--- src/rtl/seg_share_arb.sv ---
// seg_share_arb: round-robin arbiter that time-shares a three-digit seven-segment display
// between four requesters. Each slot shows the owner's 4-bit two's complement value,
// latched at grant, as sign + magnitude digits plus the owner index.
//
// Ports:
//   clk      system clock, all state changes on the rising edge
//   rst      synchronous active-high reset
//   req      per-requester display request, level-sensitive
//   val      four 4-bit signed values, requester i on val[4i+3:4i]
//   grant    one-hot display owner, zero when idle
//   busy     high while a grant is active
//   o_seg_0  magnitude digit, active-low {a,b,c,d,e,f,g,dp}
//   o_seg_1  sign digit ('-' or blank)
//   o_seg_2  owner index digit
module seg_share_arb #(
  parameter int unsigned DWELL = 25_000_000
) (
  input  logic        clk,
  input  logic        rst,
  input  logic [3:0]  req,
  input  logic [15:0] val,
  output logic [3:0]  grant,
  output logic        busy,
  output logic [7:0]  o_seg_0,
  output logic [7:0]  o_seg_1,
  output logic [7:0]  o_seg_2
);

  localparam int unsigned CntW = $clog2(DWELL);
  localparam logic [CntW-1:0] CntLast = CntW'(DWELL - 1);

  localparam logic [7:0] SegBlank = 8'hFF;
  localparam logic [7:0] SegMinus = 8'hFD;

  typedef enum logic {StIdle, StShow} state_e;

  state_e          state_q;
  logic [3:0]      value_q;
  logic [1:0]      ptr_q;
  logic [CntW-1:0] cnt_q;

  // Active-low digit codes, dp always off.
  function automatic logic [7:0] digit_seg(input logic [3:0] d);
    logic [7:0] s;
    case (d)
      4'd0:    s = 8'h03;
      4'd1:    s = 8'h9F;
      4'd2:    s = 8'h25;
      4'd3:    s = 8'h0D;
      4'd4:    s = 8'h99;
      4'd5:    s = 8'h49;
      4'd6:    s = 8'h41;
      4'd7:    s = 8'h1F;
      4'd8:    s = 8'h01;
      default: s = SegBlank;
    endcase
    return s;
  endfunction

  // Negation of -8 wraps to 4'b1000, which reads as the unsigned digit 8.
  function automatic logic [3:0] magnitude(input logic [3:0] v);
    return v[3] ? (~v + 4'd1) : v;
  endfunction

  // Round-robin winner: scan ptr+1 .. ptr+4, so the last owner ranks lowest.
  logic       win_found;
  logic [1:0] win_idx;
  logic [3:0] win_val;

  always_comb begin
    win_found = 1'b0;
    win_idx   = ptr_q;
    for (int k = 1; k <= 4; k++) begin
      logic [1:0] cand;
      cand = ptr_q + 2'(k);
      if (!win_found && req[cand]) begin
        win_found = 1'b1;
        win_idx   = cand;
      end
    end
    win_val = val[{win_idx, 2'b00} +: 4];
  end

  // In SHOW the pointer always names the current owner.
  logic slot_end;
  assign slot_end = (state_q == StShow) && (!req[ptr_q] || (cnt_q == CntLast));

  always_ff @(posedge clk) begin
    if (rst) begin
      state_q <= StIdle;
      grant   <= 4'b0000;
      value_q <= 4'd0;
      ptr_q   <= 2'd3;
      cnt_q   <= '0;
      o_seg_0 <= SegBlank;
      o_seg_1 <= SegBlank;
      o_seg_2 <= SegBlank;
    end else if ((state_q == StIdle) || slot_end) begin
      cnt_q <= '0;
      if (win_found) begin
        state_q <= StShow;
        grant   <= 4'b0001 << win_idx;
        value_q <= win_val;
        ptr_q   <= win_idx;
        o_seg_0 <= digit_seg(magnitude(win_val));
        o_seg_1 <= win_val[3] ? SegMinus : SegBlank;
        o_seg_2 <= digit_seg({2'b00, win_idx});
      end else begin
        // Pointer kept so the next arbitration resumes after the last owner.
        state_q <= StIdle;
        grant   <= 4'b0000;
        o_seg_0 <= SegBlank;
        o_seg_1 <= SegBlank;
        o_seg_2 <= SegBlank;
      end
    end else begin
      cnt_q <= cnt_q + 1'b1;
    end
  end

  assign busy = |grant;

  grant_onehot_a: assert property (@(posedge clk) $onehot0(grant));
  state_grant_a: assert property (@(posedge clk) (state_q == StShow) == (grant != 4'b0000));

  // value_q documents the displayed value; the decoded digits are registered alongside it.
  logic unused_value;
  assign unused_value = ^value_q;

endmodule

--- config.mk ---
export PLATFORM = sky130hd
export DESIGN_NAME = seg_share_arb
export DESIGN_NICKNAME = d
export VERILOG_FILES = /design/src/rtl/seg_share_arb.sv
export SDC_FILE = /design/constraint.sdc
export NUM_CORES = 1
export LEC_CHECK = 0
export CAP_MARGIN = 10
export CORE_AREA = 2 2 78 80
export DETAILED_ROUTE_END_ITERATION = 8
export DIE_AREA = 0 0 80 82
export MAX_ROUTING_LAYER = met4
export PLACE_DENSITY = 0.75
export SYNTH_ARGS = -nofsm -noshare
export SYNTH_HDL_FRONTEND = slang
export SYNTH_SLANG_ARGS = --single-unit
--- constraint.sdc ---
create_clock -name clk -period 3.3 [get_ports clk]
set_input_delay 0.66 -clock clk [delete_from_list [all_inputs] [get_ports clk]]
set_output_delay 0.66 -clock clk [all_outputs]
set_load 0.01 [all_outputs]
# Word level (Yosys, flattened, before mapping)
# Memory sizes are Yosys's and may differ from the RTL's.
# Cells that the tools add are included.
[totals] ff_bits=56 latch_bits=0 mem_bits_rw=0 romBits=112 input_bits=22 elab_cells=63 n_memories=1
[mem_list] memory="(name not given)" words=16 width=7 rd=1 rd_ports_with_merged_regs=0 wr=0 line="45" text="case (d)"
[classes] add_sub_neg=5 mul=0 div=0 n_lt_le_gt_ge=4 eq_ne=4 n_shift=2 n_mux=24 bitwise_logic=2 reduce_logical=14
[op_table] operator="$pmux W8 S4" n=1
[op_table] operator="$add A25 B1 Y25 const B" n=1
[op_table] operator="$eq A25 B25 Y1 const B" n=1
[op_table] operator="$mux W8" n=2
[op_table] operator="$shiftx A16 B5 Y4" n=1
[op_table] operator="$lt A2 B3 Y1 const B" n=4
[op_table] operator="$mux W2" n=6
[op_table] operator="$mux W1" n=9
[op_table] operator="$bmux W1 S2" n=4
[op_table] operator="$mux W4" n=2
[op_table] operator="$add A2 B2 Y2 const B" n=2
[op_table] operator="$add A4 B1 Y4 const B" n=1
[op_table] operator="$eq A2 B2 Y1 const B" n=2
[op_table] operator="$logic_and A1 B1 Y1" n=4
[op_table] operator="$logic_not A1 Y1" n=4
[op_table] operator="$not A4 Y4" n=1
[op_table] operator="$reduce_or A4 Y1" n=1
[op_table] operator="$shl A1 B2 Y4 const A" n=1
[op_table] operator="$add A2 B1 Y2 const B" n=1
[op_table] operator="$eq A2 B1 Y1 const B" n=1
[op_table] operator="$logic_not A2 Y1" n=1
[op_table] operator="$logic_or A1 B1 Y1" n=2
[op_table] operator="$reduce_and A2 Y1" n=1
[op_table] operator="$reduce_or A2 Y1" n=1
[op_table] operator="$not A1 Y1" n=1

# Logic depth before layout (Yosys ltp)
# An unclocked memory read counts as a cell.
[logic_depth] ltp_word=19 depth_mapped=14 depth_no_buf=13

# Worst setup path after synthesis
# Ideal clock, no wire load.
[synth_path] path_kind="input -> register" startpoint="input req[3]" endpoint="register o_seg_0[3]" setup_ns=0.122 t_arrival_ns=3.071 slack_ns=0.107 stages=12 path_buffers=0 cell_sequence="mux2i_1 nor2_4 nor3_4 mux2_4 a21oi_2 ha_1 inv_1 o31ai_1 o22a_2 xnor2_4 nor2_1 o32a_1"
[synth_between] elab_chain_cells=18 word_cells_on_any_way=32 classes_between="add/sub (1); shift (1); mux (18); bitwise (1); reduce/logical (10); memory (1)"
[synth_lines] item="start, declared" line="20" text="input logic [3:0] req,"
[synth_lines] item="$bmux W1 S2" line="76" text="if (!win_found && req[cand]) begin"
[synth_lines] item="$mux W1 (not written as such)" line="76"
[synth_lines] item="$mux W1" line="76"
[synth_lines] item="$logic_not A1 Y1" line="76"
[synth_lines] item="$logic_and A1 B1 Y1" line="76"
[synth_lines] item="$mux W1" line="76"
[synth_lines] item="$logic_not A1 Y1" line="76"
[synth_lines] item="$logic_and A1 B1 Y1" line="76"
[synth_lines] item="(+2 left out)"
[synth_lines] item="$logic_and A1 B1 Y1" line="76"
[synth_lines] item="$mux W2" line="76"
[synth_lines] item="$shiftx A16 B5 Y4" line="81" text="win_val = val[{win_idx, 2'b00} +: 4];"
[synth_lines] item="$not A4 Y4" line="62" text="return v[3] ? (~v + 4'd1) : v;"
[synth_lines] item="$add A4 B1 Y4" line="62"
[synth_lines] item="$mux W4" line="62"
[synth_lines] item="$mem_v2 Z16 W7"
[synth_lines] item="$mux W8" line="100" text="if (win_found) begin"
[synth_lines] item="end signal, assigned" line="95" text="o_seg_0 <= SegBlank;"
[synth_lines] item="end signal, assigned" line="105" text="o_seg_0 <= digit_seg(magnitude(win_val));"
[synth_lines] item="end signal, assigned" line="112" text="o_seg_0 <= SegBlank;"
[synth_lines] item="end, declared" line="24" text="output logic [7:0] o_seg_0,"
# Several ways; a longest one is shown, not always the timed one. The select of a mux whose other input is x is not followed.
# A chain may end at the register's enable or synchronous reset.

# Worst setup path after layout
[layout_path] startpoint="input req[0]" endpoint="register o_seg_0[1]"
# Same word-level chain as after synthesis.

==> results by group <==
Run status
  • Outcome: complete, no violations

Timing
  • Worst-margin pin slew: 542.7 ps
  • Final setup viols: 0
  • Crit path time final: 3076 ps
  • Highest achievable clock rate: 0.3251 GHz
  • Final hold violations: 0
  • RSZ-0062 raised after global routing: no
  • Clock Skew: between 7 and 8 ps
  • Max_slew headroom: 63.54%
  • Max Slew Vio Count: 0
  • Final worst setup slack: 224.4 ps
  • Final worst-path cycle share: 93.20%

Detailed routing
  • DR iter-0 viols: 63
  • Drt drc: 0
  • Routed vias: between 2000 and 2500
  • Final ANT Viol Nets: 0
  • DR vias/cell: 5.099
  • Final WL: 5995 µm
  • Wirelength per Cell: 12.84 µm
  • Detailed Routing Iterations Pass 1: 4

Clocking
  • CTS Buffer Depth: 2
  • Hold bufs inserted after CTS: 0
  • Htree depth: 2
  • # clock sinks: 46
  • Later-pin clock latency in the skew report: 310 ps
  • Num CTS Buffers: 5
  • CTS Root Cell: clkbuf_8
  • Clock transition at the registers of the reported paths: roughly 100 ps
  • CTS tree: built

GRT
  • First-pass GRT wire length: 9929 µm
  • Initial antenna violation count: 0
  • GRT Overall Usage: between 10% and 20%
  • Largest net degree at the start of global routing: 18
  • Grt total ovfl: 0
  • Vias in the first global route: approximately 2300

Synthesis
  • Top-area cell type share of the netlist area: 35.00%
  • Synth top area cells: dfxtp_1, nor2_1, xor2_1, nand2_1, ha_1
  • Mapped Area: around 2600 µm²
  • EDFF count, synth: 0
  • YS warnings: 0
  • Most frequent cell after synthesis: dfxtp_1
  • Sequential element share of the synthesized area: 35.00%
  • Yosys reg bits: 46
  • Post-Synthesis Cells: 303
  • Synth Flop Type: dfxtp_1
  • Unique masters post-synth: 67
  • Synth area leader: dfxtp_1
  • Synthesized area per cell: between 8 and 9 µm²
  • Most frequent cells after synthesis: dfxtp_1, nor2_1, nand2_1
  • Post-synth ARST share: 0%

Hold path
  • Hold Path Cell Cnt: 2
  • Min-Delay Path Class: reg -> reg
  • Hold path startpoint: o_seg_2[6]

Setup path
  • Kind of critical path: in -> reg
  • Crit path DAT: 3270 ps
  • R2R depth: 13
  • Worst setup SP type: input pin
  • CP Launch Point: req[0]
  • Crit Path Max Fanout: 6
  • Crit path buffers/inverters: 3
  • WP data required: 3490 ps
  • CP peak stage delay: around 630 ps
  • Worst-path cell chain: clkdlybuf4s50_1 > nor2_1 > a32oi_4 > and2_4 > a211o_1 > nand2_2 > ha_2 > inv_1 > o31ai_1 > o22a_2 > buf_4 > a211oi_1 > o31ai_2
  • Critical register-to-register path startpoint: ptr_q[1]
  • Critical path depth: 13
  • Crit end category: flop
  • Crit path max-delay family: compound AO/OA/AOI/OAI gates
  • Slowest stage cell, crit path: clkdlybuf4s50_1

Flow run
  • Maxcap violations: 0

Power and ir drop
  • Worst ir drop on vdd: 287.1 µV
  • Pleak: 1.444 nW
  • Total power: 0.001896 W
  • Power Density: 532.1 nW/µm²

Placed design
  • Port-buffer cells: 41
  • Detailed Place HPWL: 4632 µm
  • Routability cong.: roughly 0.9
  • Dpl ws: -266.6 ps

Final layout
  • Filler cells: 520
  • Nets@finish: 420
  • Layout area overhead: 35.38%
  • Share of post-route cells with drive strength above 1: 22.70%
  • Diodes inserted: 0

Floorplanning
  • Die width: 80 µm
  • CORE AREA: roughly 5700 µm²
  • # IOs: 51
  • Die ar.: 6560 µm²
  • Std cell rows: 28
  • Die Height: 82 µm
  • Initial Util: 45.80%
==> stage by stage <==
stage | TNS [ps] | std cells | instance area [µm²] | util [%] | hold slack, ps
4_1_cts | 0 | 464 | 3495 | 60.82 | 452.5
3_3_place_gp | -586.5 | 456 | 3397 | 59.12 | 434.3
2_1_floorplan | 0 | 311 | 2661 | - | 429.7
6_report | 0 | 467 | 3562 | 62.00 | 449.1
3_5_place_dp | -1133 | 456 | 3397 | 59.12 | 436.6
5_1_grt | 0 | 467 | 3562 | 62.00 | 468.9
==> registers in the layout, summed over array words and instances, names as in the netlist <==
signal / count
o_seg_1: 1
grant: 4
cnt_q: 25
o_seg_2: 6
o_seg_0: 7
ptr_q: 2
state_q: 1
==> power breakdown <==
part           internal (W)  switching [W]  total [W]  leakage (nW)
Sequential         0.000617      0.0000407   0.000657         0.376
Combinational      0.000454       0.000413   0.000866          1.02
Clock              0.000159       0.000213   0.000372        0.0506
==> layout by cell type, fill, tap and decap left out, types with 6 or more instances in the layout <==
| cell type | netlist | layout |
|---|---|---|
| clkdlybuf4s50_1 | 0 | 38 |
| ha_1 | 7 | 6 |
| dfxtp_1 | 46 | 46 |
| nor2_1 | 42 | 42 |
| inv_1 | 11 | 11 |
| a21oi_1 | 10 | 9 |
| xor2_1 | 16 | 16 |
| nand3_1 | 10 | 10 |
| a211oi_1 | 7 | 7 |
| buf_4 | 10 | 48 |
| conb_1 | 1 | 9 |
| nand2_1 | 30 | 30 |
| nand4_1 | 8 | 8 |
| xnor2_1 | 7 | 7 |
| o21ai_0 | 8 | 7 |
==> layer usage <==
layer / GRT usage (%) / vias up / share of wire [%]
li1: - / 1223 / -
met3: 2.747 / 11 / 3.2
met1: 22.05 / 1101 / 44
met5: - / - / 0
met2: 35.50 / 46 / 51
met4: 6.780 / 0 / 1.9
==> final timing paths <==
kind | to | slack, ps
max reg2reg | o_seg_0[3] | 450
max | o_seg_0[1] | 220
min reg2reg | o_seg_2[6] | 450
min | o_seg_2[6] | 450
==> worst min-delay path: stages, from the launching register on <==
cell and delay [ps]:
dfxtp_1 320, nand2_1 50, nand2_1 40
==> what timing repair did <==
action / in CTS / in global routing
resized for setup: 0 / 11
hold endpoints to repair: 0 / 0
setup endpoints to repair: 0 / 7
setup buffers: 0 / 3
==> final cells by class <==
class,count,area (µm²),share of cell area [%]
clock inverters,3,28.78,0.8079
flip-flops and latches,46,920.9,25.85
clock buffers,5,68.82,1.932
repair buffers,89,778.2,21.85
well taps,75,93.84,2.634
inverters,13,48.80,1.370
multi-input cells,236,1623,45.56
==> kinds of logic after synthesis <==
| kind of cell | after synthesis | share of synthesized area, % |
|---|---|---|
| other | 1 | 0.1425 |
| AO/OA/AOI/OAI | 59 | 18.26 |
| multiplexers | 5 | 2.425 |
| buffers and inverters | 29 | 5.896 |
| flip-flops | 46 | 35.00 |
| adder cells (fa/ha/maj) | 7 | 3.328 |
| XOR/XNOR | 24 | 8.702 |
| AND/OR/NAND/NOR | 132 | 26.25 |
Note: power is estimated with default switching activity, not from simulation.
